### src/rtl/alu_share_arbiter.sv
// alu_share_arbiter
// Shares one external combinational 64-bit ALU between two requesters
// (0 = pipeline EX stage, 1 = auxiliary unit). Each cycle at most one
// eligible request is granted. Its operands and control code are driven to
// the ALU, and the ALU output is captured into that requester's response
// register.
//
// Build option:
//   ALU_ARB_FIXED_PRIO_EN - when defined, requester 0 always wins contention
//                           and no last-grant state exists (requester 1 may
//                           starve). When undefined, contention is resolved
//                           round-robin.
module alu_share_arbiter #(
    parameter int DATA_W = 64
) (
    input  logic              clk,
    input  logic              rst,

    input  logic              req0_valid,
    output logic              req0_ready,
    input  logic [DATA_W-1:0] req0_a,
    input  logic [DATA_W-1:0] req0_b,
    input  logic [3:0]        req0_op,

    input  logic              req1_valid,
    output logic              req1_ready,
    input  logic [DATA_W-1:0] req1_a,
    input  logic [DATA_W-1:0] req1_b,
    input  logic [3:0]        req1_op,

    output logic              rsp0_valid,
    input  logic              rsp0_ready,
    output logic [DATA_W-1:0] rsp0_result,
    output logic              rsp0_zero,
    output logic              rsp0_err,

    output logic              rsp1_valid,
    input  logic              rsp1_ready,
    output logic [DATA_W-1:0] rsp1_result,
    output logic              rsp1_zero,
    output logic              rsp1_err,

    output logic [DATA_W-1:0] alu_in1,
    output logic [DATA_W-1:0] alu_in2,
    output logic [3:0]        alu_cnt,
    input  logic [DATA_W-1:0] alu_result,
    input  logic              alu_zero
);

    localparam logic [3:0] OP_AND  = 4'b0000;
    localparam logic [3:0] OP_OR   = 4'b0001;
    localparam logic [3:0] OP_ADD  = 4'b0010;
    localparam logic [3:0] OP_SUB  = 4'b0110;
    localparam logic [3:0] OP_PASS = 4'b0111;

    // True for the ALU control codes the external ALU actually implements.
    function automatic logic f_op_legal(input logic [3:0] op);
        case (op)
            OP_AND, OP_OR, OP_ADD, OP_SUB, OP_PASS: f_op_legal = 1'b1;
            default:                                f_op_legal = 1'b0;
        endcase
    endfunction

    // Per-requester views so the response logic can be generated once.
    logic              w_req_valid [2];
    logic              w_rsp_ready [2];
    logic              w_elig      [2];
    logic              w_gnt       [2];

    logic              r_rsp_valid  [2];
    logic [DATA_W-1:0] r_rsp_result [2];
    logic              r_rsp_zero   [2];
    logic              r_rsp_err    [2];

    logic [DATA_W-1:0] w_sel_a;
    logic [DATA_W-1:0] w_sel_b;
    logic [3:0]        w_sel_op;
    logic              w_sel_legal;

    assign w_req_valid[0] = req0_valid;
    assign w_req_valid[1] = req1_valid;
    assign w_rsp_ready[0] = rsp0_ready;
    assign w_rsp_ready[1] = rsp1_ready;

    // A requester may only win if its response slot is free or being drained now.
    generate
        for (genvar gi = 0; gi < 2; gi++) begin : g_elig
            assign w_elig[gi] = w_req_valid[gi] && (!r_rsp_valid[gi] || w_rsp_ready[gi]);
        end
    endgenerate

`ifdef ALU_ARB_FIXED_PRIO_EN
    // Fixed priority: requester 0 always wins; no grant while in reset.
    always_comb begin
        w_gnt[0] = !rst && w_elig[0];
        w_gnt[1] = !rst && w_elig[1] && !w_elig[0];
    end
`else
    // r_last_grant: 1 means requester 1 won most recently, so 0 wins next tie.
    logic r_last_grant;

    // Round-robin: on contention the requester that did not win last time wins.
    always_comb begin
        w_gnt[0] = !rst && w_elig[0] && (!w_elig[1] || r_last_grant);
        w_gnt[1] = !rst && w_elig[1] && (!w_elig[0] || !r_last_grant);
    end

    // Remember the last winner; only grants move it.
    always_ff @(posedge clk) begin
        if (rst) begin
            r_last_grant <= 1'b1;
        end else if (w_gnt[0]) begin
            r_last_grant <= 1'b0;
        end else if (w_gnt[1]) begin
            r_last_grant <= 1'b1;
        end
    end
`endif

    assign req0_ready = w_gnt[0];
    assign req1_ready = w_gnt[1];

    // Operand mux: idle drives zeros and a harmless add so the ALU sees no stale data.
    always_comb begin
        w_sel_a  = '0;
        w_sel_b  = '0;
        w_sel_op = OP_ADD;
        if (w_gnt[1]) begin
            w_sel_a  = req1_a;
            w_sel_b  = req1_b;
            w_sel_op = req1_op;
        end else if (w_gnt[0]) begin
            w_sel_a  = req0_a;
            w_sel_b  = req0_b;
            w_sel_op = req0_op;
        end
    end

    assign w_sel_legal = f_op_legal(w_sel_op);
    assign alu_in1     = w_sel_a;
    assign alu_in2     = w_sel_b;
    assign alu_cnt     = w_sel_legal ? w_sel_op : OP_ADD;

    // Response registers: load on grant (undefined ops flagged), clear on drain.
    generate
        for (genvar gi = 0; gi < 2; gi++) begin : g_rsp
            always_ff @(posedge clk) begin
                if (rst) begin
                    r_rsp_valid[gi]  <= 1'b0;
                    r_rsp_result[gi] <= '0;
                    r_rsp_zero[gi]   <= 1'b0;
                    r_rsp_err[gi]    <= 1'b0;
                end else if (w_gnt[gi]) begin
                    r_rsp_valid[gi] <= 1'b1;
                    if (w_sel_legal) begin
                        r_rsp_result[gi] <= alu_result;
                        r_rsp_zero[gi]   <= alu_zero;
                        r_rsp_err[gi]    <= 1'b0;
                    end else begin
                        r_rsp_result[gi] <= '0;
                        r_rsp_zero[gi]   <= 1'b1;
                        r_rsp_err[gi]    <= 1'b1;
                    end
                end else if (w_rsp_ready[gi]) begin
                    r_rsp_valid[gi] <= 1'b0;
                end
            end
        end
    endgenerate

    assign rsp0_valid  = r_rsp_valid[0];
    assign rsp0_result = r_rsp_result[0];
    assign rsp0_zero   = r_rsp_zero[0];
    assign rsp0_err    = r_rsp_err[0];
    assign rsp1_valid  = r_rsp_valid[1];
    assign rsp1_result = r_rsp_result[1];
    assign rsp1_zero   = r_rsp_zero[1];
    assign rsp1_err    = r_rsp_err[1];

endmodule
### config.mk
export PLATFORM = sky130hd
export DESIGN_NAME = alu_share_arbiter
export DESIGN_NICKNAME = d
export VERILOG_FILES = /design/src/rtl/alu_share_arbiter.sv
export SDC_FILE = /design/constraint.sdc
export NUM_CORES = 1
export LEC_CHECK = 0
export CORE_AREA = 2 2 232 234
export CTS_BUF_LIST = sky130_fd_sc_hd__clkbuf_16
export DETAILED_ROUTE_END_ITERATION = 10
export DIE_AREA = 0 0 234 236
export DONT_BUFFER_PORTS = 1
export HOLD_SLACK_MARGIN = 0.1
export PLACE_DENSITY = 0.33
export SYNTH_ARGS = -nofsm -noshare
export SYNTH_HDL_FRONTEND = slang
export SYNTH_SLANG_ARGS = --single-unit
export TNS_END_PERCENT = 50
### constraint.sdc
create_clock -name clk -period 2.75 [get_ports clk]
set_input_delay 0.4125 -clock clk [delete_from_list [all_inputs] [get_ports clk]]
set_output_delay 0.4125 -clock clk [all_outputs]
set_load 0.01 [all_outputs]
* Word level (Yosys, flattened, before mapping)
Memory sizes are Yosys's and may differ from the RTL's. Index checks and enable logic that the tools add are counted.
Storage, ports and cells: register bits 1, RAM bits 134, input bits 335, output and inout bits 268, logic and storage cells 100, memories kept 4
Cells by class: equality and inequality tests 4, mux-type cells 56, bitwise operators 16, reduce and logical (&&, ||, !) cells 19
Memories:
- r_rsp_result | depth 2, bits a word 64, read ports 2, clocked after memory_dff 0, wr ports 2, RTL line 71 | logic [DATA_W-1:0] r_rsp_result [2];
- r_rsp_err | depth 2, bits a word 1, read ports 2, clocked after memory_dff 0, wr ports 2, RTL line 73 | logic r_rsp_err [2];
- r_rsp_valid | depth 2, bits a word 1, read ports 2, clocked after memory_dff 0, wr ports 2, RTL line 70 | logic r_rsp_valid [2];
- r_rsp_zero | depth 2, bits a word 1, read ports 2, clocked after memory_dff 0, wr ports 2, RTL line 72 | logic r_rsp_zero [2];
Operator list (number):
- $mux 64 | 8
- $mux 1 | 45
- $or 1x1->1 | 16
- $mux 4 | 3
- $eq 4x3->1 const B | 2
- $logic_and 1x1->1 | 6
- $logic_not 1->1 | 6
- $reduce_or 5->1 | 1
- $eq 4x1->1 const B | 1
- $eq 4x2->1 const B | 1
- $logic_not 4->1 | 1
- $logic_or 1x1->1 | 4
- $reduce_bool 2->1 | 1

* Depth between registers and ports, before layout
Gate-level depths: netlist of run 1.
word-level depth 17, gate-level depth with buffers 8, mapped depth without buffers 5

* Worst setup path after synthesis of run 1
Ideal clock, no wire load.
kind register -> register, from mem r_rsp_valid[0], to mem r_rsp_err[1] (enable), library setup time 0.708 ns, arrival 2.070 ns, setup slack -0.028 ns, stages on the path, launching flop included 4, path buffers 0, clock period less this slack 2.778 ns, path through edfxtp_1 > nor2b_1 > o211ai_1 > nand2b_1
RTL lines (RTL line):
- from (decl) | 70
- to (decl) | 73

==> impl_metrics.tcl, run 1 <==
set metrics [dict create \
    cp_data_arrival_time_ns 2.32 \
    grt_pass1_vias 5799 \
    cp-startpoint "r_rsp_valid[1]" \
    drtIter0Drc 411 \
    die_h_um 236 \
    start_util_pct 14.4 \
    wl_per_cell_um 34.9 \
    critical_path_class "register to output port" \
    dieWidth_um 234 \
    tightest_slew_ns 0.633 \
    hold_path_class "input pin to register" \
    fin_crit_sh_pct 99.4 \
    gp_congestion 0.979 \
    grt_use_total_pct 16.4 \
    ant_nets 0 \
    synth-compound-area-share_pct 16.7 \
    hold_viol_final 0 \
    final-setup-viol-count 0 \
    period_needed_ns 2.73 \
    skew_ns 0.0155 \
    critPathBufInv 4 \
    ys_seq_area_share_pct 53.0 \
    cts_buffer_depth 2 \
    hold_ws_ns 0.157 \
    synth_fp_nets 970 \
    reg2reg_from "r_rsp_valid[0]" \
    fin_cells 1346 \
    firstDrtPassIters 6 \
    synth-simple-area-share_pct 24.9 \
    die_area_sq_mm 0.0552 \
    port-buffer-count 0 \
    cts_max_level 4 \
    status "complete, no violations" \
    r2r_end "r_rsp_result[0][41]" \
    rows 85 \
    cpMaxStageDelayCell "edfxtp_1" \
    io_pins 603 \
    powerDensity_mw_per_mm2 624 \
    finalMaxSlewViolations 0 \
    postSynthCellCount 635 \
    cp_top_family "buffers and inverters" \
    multi_input_area_sq_mm 0.00349 \
    grt_remaining_overflow 0 \
    n_fill_cell 5812 \
    cts.sinks 135 \
    wirelength_mm 47.0 \
    hpwl_mm 37.6 \
    area_growth_pct 28.2 \
    synth_cell_types 31 \
    final_layout_size_suffix_gt1_share_pct 33.5 \
    syn-cell-area_sq_mm 0.00763 \
    required_ns 2.34 \
    core_area_sq_mm 0.0531 \
    cp_cell_sequence "nand2b_1 -> o211ai_1 -> buf_4 -> buf_6 -> nor2_4 -> buf_12 -> buf_4 -> a22o_1" \
    numCtsBuffers 17 \
    clk-insertion-delay-late_ns 0.44 \
    fmax_mhz 366 \
    ff_latch_area_sq_mm 0.00404 \
    r2r_cells 7 \
    slowest_delay_ns 0.47 \
    cts-root-buf "clkbuf_16" \
    drc 0 \
    cpMostUsedCell "buf_4" \
    cp_max_fo 11 \
    rsz0062_at_grt "yes" \
    avgSynthCellArea_sq_um 12.0 \
    p_total_mw 6.10 \
    p_leak_nw 3.53 \
    setup_ws_ns 0.0155 \
    synth_top_family_by_area "simple AND/OR/NAND/NOR gates" \
    grt_start_max_net_pins 66 \
    worstSetupEndpointType "output port" \
    cts_tree "built" \
    crit_end "alu_in2[35]" \
    grt_pass1_wl_mm 59.9 \
    r2r_slack_ns 0.28 \
    cap_violations 0 \
    cp.depth 8 \
    synth-seq-cells 135 \
    antenna_found_initial 19 \
    synth_mux_area_share_pct 0 \
    dp.cells 1294 \
    path_clk_slew_ns 0.07 \
    synthAdderAreaFrac_pct 0 \
    relSlewSlack_pct 57.7 \
    vias 5906 \
    fin_nets 960 \
    ir_worst_vdd_v 0.000412 \
    yosysWarnings 0 \
    synth_xor_area_share_pct 0.115 \
    via_per_inst 4.39 \
    pre_cts_ws_ns 0.329 \
    start_kind "register" \
]
==> placed cells by master, fill, tap and decap left out, types with 3 or more instances in the layout <==
cell         n
a22o_1      87
edfxtp_1   134
inv_6        6
a22o_2      13
buf_6        4
clkinv_2     3
nand2b_1     3
nand3b_1    65
buf_12      17
diode_2     12
clkbuf_16   20
buf_16       3
bufinv_16    3
nor3_1      49
nand2_1     65
a22o_4      30
nor3_2      80
buf_4       21
==> per-stage QoR <==
stage	area, sq um	util (%)	TNS [ns]
global placement	8680	16.4	0
global route	9780	18.4	-4.32
finish	9780	18.4	0
detailed placement	8680	16.4	0
CTS	9420	17.7	-0.384
floorplan	7630	-	0
==> sequential cells by signal, indices dropped and copies added, names as in the netlist <==
name,flops
r_rsp_result,128
r_rsp_zero,2
r_last_grant,1
r_rsp_err,2
r_rsp_valid,2
==> where the power goes <==
group          switching [mW]  leakage, nW  internal, mW
sequential              0.168         1.44          2.45
combinational           0.655         1.78         0.382
clock                    1.01        0.302          1.43
==> how the worst min path moves through the flow <==
| stage | startpoint | to | slack (ns) | cells past startpoint |
|---|---|---|---|---|
| 6_report | rst | r_rsp_valid[1] | 0.16 | 1 |
| 5_1_grt | rst | r_rsp_valid[1] | 0.12 | 1 |
| 4_1_cts | rst | r_rsp_valid[1] | 0.12 | 1 |
| 3_5_place_dp | r_last_grant | r_last_grant | 0.48 | 1 |
| 3_3_place_gp | r_last_grant | r_last_grant | 0.48 | 1 |
| 2_1_floorplan | r_last_grant | r_last_grant | 0.45 | 1 |
==> area by class of cell <==
class | instances | area share, %
flip-flops and latches | 135 | 41.3
multi-input cells | 421 | 35.7
well taps | 696 | 8.90
repair buffers | 50 | 7.60
clock buffers | 17 | 4.35
clock inverters | 15 | 1.78
diodes | 12 | 0.307
==> per-layer routing <==
layer	up-vias	track usage (%)	part of all wire [%]
met5	-	0	0.028
met1	2980	16.5	33
li1	2457	-	-
met3	73	5.38	8.4
met2	394	31.0	55
met4	2	6.02	3.8
==> logic make-up (layout without fill, tap and decap cells) <==
group	count (synthesis)	count (layout)
AOI/OAI and AO/OA	141	141
xor gates and xnor gates	1	1
buffers and inverters	79	82
and+or+nand+nor	278	278
other	1	13
DFF	135	135
==> Yosys cell counts (all sizes together) <==
cell type | number | area [sq um]
edfxtp | 134 | 4020
a22o | 130 | 1140
nor3 | 130 | 1060
nand2 | 66 | 250
nand3b | 65 | 488
buf | 43 | 268
clkbuf | 36 | 135
nor2 | 5 | 26.3
nand2b | 4 | 25.0
and3 | 2 | 12.5
nor2b | 2 | 12.5
o211a | 2 | 20.0
o21a | 2 | 15.0
o31a | 2 | 17.5
or3 | 2 | 12.5
a211o | 1 | 8.76
a22oi | 1 | 21.3
conb | 1 | 3.75
dfxtp | 1 | 20.0
nor4b | 1 | 8.76
o211ai | 1 | 7.51
o21bai | 1 | 18.8
o32a | 1 | 22.5
or2 | 1 | 6.26
xor2 | 1 | 8.76
==> timing repair <==
action                     in CTS  in global routing
setup buffers                   2                  1
hold buffers                    1                  0
hold endpoints to repair        1                  0
pin swaps                       1                 18
setup endpoints to repair     102                101
gates resized for setup        19                 39
gates cloned                    1                  3
(Power assumes the default switching activity.)
==> run 2: changes to the inputs <==
--- a/config.mk
+++ b/config.mk
@@ -5,13 +5,14 @@
 export SDC_FILE = /design/constraint.sdc
 export NUM_CORES = 1
 export LEC_CHECK = 0
-export CORE_AREA = 2 2 232 234
+export ABC_AREA = 1
+export CORE_AREA = 2 2 235 237
 export CTS_BUF_LIST = sky130_fd_sc_hd__clkbuf_16
 export DETAILED_ROUTE_END_ITERATION = 10
-export DIE_AREA = 0 0 234 236
+export DIE_AREA = 0 0 237 239
 export DONT_BUFFER_PORTS = 1
 export HOLD_SLACK_MARGIN = 0.1
-export PLACE_DENSITY = 0.33
+export PLACE_DENSITY = 0.3
 export SYNTH_ARGS = -nofsm -noshare
 export SYNTH_HDL_FRONTEND = slang
 export SYNTH_SLANG_ARGS = --single-unit
==> impl_metrics.tcl, run 2 <==
set metrics [dict create \
    start_util_pct 12.1 \
    antenna_found_initial 46 \
    firstDrtPassIters 4 \
    period_needed_ns 2.66 \
    cap_violations 0 \
    cts_tree "built" \
    synth_top_family_by_area "compound AO/OA/AOI/OAI gates" \
    dieWidth_um 237 \
    worstSetupEndpointType "output port" \
    fin_crit_sh_pct 96.6 \
    rsz0062_at_grt "no" \
    synthTopCellsByCount "134 x edfxtp_1, 128 x a22o_1, 128 x nor2_1, 76 x inv_1, 21 x buf_2" \
    final_cell_mix "134 x edfxtp_1, 128 x a22o_1, 128 x nor2_1" \
    synthAdderAreaFrac_pct 0 \
    final_common_cell "edfxtp_1" \
    clk-insertion-delay-late_ns 0.44 \
    synth-compound-area-share_pct 17.7 \
    cts_buffer_depth 2 \
    synth_xor_area_share_pct 0 \
    core_area_sq_mm 0.0543 \
    hold_path_class "input pin to register" \
    async_flop_share_pct 0 \
    synth_mux_area_share_pct 0 \
    fmax_mhz 376 \
    yosysTopAreaCell "edfxtp_1" \
    cts_max_level 4 \
    vias 5138 \
    yosysWarnings 0 \
    reg2reg_from "r_rsp_valid[0]" \
    powerDensity_mw_per_mm2 665 \
    via_per_inst 3.85 \
    whs_path_depth 2 \
    worstHoldEndpoint "r_rsp_result[0][7]" \
    grt_pass1_vias 5025 \
    final_layout_size_suffix_gt1_share_pct 18.6 \
    fin_setup_tns_ns 0 \
    cp_max_fo 47 \
    yosysMostFrequentCell "edfxtp_1" \
    wl_per_cell_um 37.6 \
    critical_path_class "register to output port" \
    largest_register_ffs 128 \
    hpwl_mm 42.3 \
    cts.sinks 135 \
    dpl-instance-area_sq_mm 0.00763 \
    ir_worst_vdd_v 0.000333 \
    r2r_end "r_rsp_result[0][40]" \
    status "complete, no violations" \
    die_h_um 239 \
    postSynthCellCount 557 \
    finalMaxSlewViolations 0 \
    netlist_top_cells_area "edfxtp_1 61%, a22o_1 17%, nor2_1 7.3%" \
    cts-root-buf "clkbuf_16" \
    synthFlopType "edfxtp_1" \
    required_ns 2.34 \
    die_area_sq_mm 0.0566 \
    syn-cell-area_sq_mm 0.00657 \
    r2r_cells 11 \
    gp_congestion 0.988 \
    min_from "alu_result[7]" \
    synth-simple-area-share_pct 11.8 \
    drtIter0Drc 306 \
    numCtsBuffers 17 \
    grt_remaining_overflow 0 \
    rows 86 \
    ctsHoldBuffers 0 \
    top_register "r_rsp_result" \
    final_area_sq_mm 0.00845 \
    final-setup-viol-count 0 \
    grt_pass1_wl_mm 60.4 \
    grt_use_total_pct 16.9 \
    path_clk_slew_ns 0.07 \
    ys_seq_area_share_pct 61.5 \
    fin_nets 924 \
    grt_start_max_net_pins 51 \
    skew_ns 0.00980 \
    start_kind "register" \
    avgSynthCellArea_sq_um 11.8 \
    synth_edf_count 134 \
    drc 0 \
    ant_nets 0 \
    hold_viol_final 0 \
    cp_data_arrival_time_ns 2.24 \
    synth-seq-cells 135 \
    area_growth_pct 28.5 \
    r2r_slack_ns 0.47 \
    io_pins 603 \
    synth_top_cell_area_share_pct 61.2 \
    p_leak_nw 3.40 \
    port-buffer-count 0 \
    wirelength_mm 50.1 \
    synth_fp_nets 892 \
    synth_cell_types 28 \
]
run 2: cell types whose count changed after synthesis, sizes merged, moves of 13 or more:
cell	delta
nor2	+129
nand3	+13
nand3b	-65
clkbuf	-29
inv	+79
nand2	-50
nor3	-130
run 2: how the worst max path moves through the flow:
stage / cells past startpoint / start / to
floorplan: 5 / r_rsp_valid[1] / r_rsp_err[1]
global placement: 8 / r_rsp_valid[0] / alu_in1[57]
detailed placement: 8 / r_rsp_valid[0] / alu_in1[57]
CTS: 9 / r_rsp_valid[1] / alu_in1[47]
global route: 8 / r_rsp_valid[1] / alu_in1[49]
finish: 7 / r_rsp_valid[0] / alu_in1[54]
run 2: logic make-up (layout without fill, tap and decap cells):
group | after synthesis | in the layout
AO/OA/AOI/OAI | 133 | 133
buffers and inverters | 121 | 166
flip-flops | 135 | 135
other | 1 | 28
AND/OR/NAND/NOR | 167 | 167
run 2: through the flow:
| stage | util, % | cells | hold WS [ns] | power, mW | worst slack, ns |
|---|---|---|---|---|---|
| final | 15.6 | 1333 | 0.198 | 5.62 | 0.0925 |
| after CTS | 15.3 | 1304 | 0.170 | 5.72 | 0.0158 |
| after global placement | 14.0 | 1267 | 0.621 | 3.37 | 0.458 |
| after floorplan | - | 557 | 0.550 | 3.09 | 0.0467 |
| after detailed placement | 14.0 | 1267 | 0.586 | 3.37 | 0.387 |
| after global routing | 15.5 | 1317 | 0.187 | 5.86 | 0.00311 |
run 2: repair_timing:
| item | in CTS | in global routing |
|---|---|---|
| setup endpoints to repair | 59 | 10 |
| cloned | 3 | 1 |
| pin swaps | 1 | 0 |
| setup buffers | 2 | 1 |
| resized for setup | 3 | 4 |
run 2: power by group:
part,leakage [nW],switching [mW],internal [mW]
clock network,0.284,0.927,1.32
registers,1.42,0.162,2.45
logic,1.69,0.499,0.260
total,3.40,1.59,4.03
run 2: critical path, cell delays in order, from the launching register on:
cell and delay (ns):
edfxtp_1 0.47, nand2_2 0.13, nand2_2 0.06, nor2_4 0.12, and2_4 0.23, buf_12 0.13, bufbuf_16 0.35, a22o_1 0.29
run 2: cell type report:
type | count | area, sq um
Multi-Input combinational cell | 301 | 1960
Clock buffer | 17 | 425
Fill cell | 6066 | 45900
Clock inverter | 15 | 140
Sequential cell | 135 | 4040
Tap cell | 704 | 881
Timing Repair Buffer | 55 | 628
Antenna cell | 27 | 67.6
Inverter | 79 | 304
run 2: per-layer routing:
metal  part of all wire, %  track usage, %
met5                  0.13               0
met4                   5.1            8.40
met3                   9.5            7.04
met2                    53            31.3
met1                    33            16.0
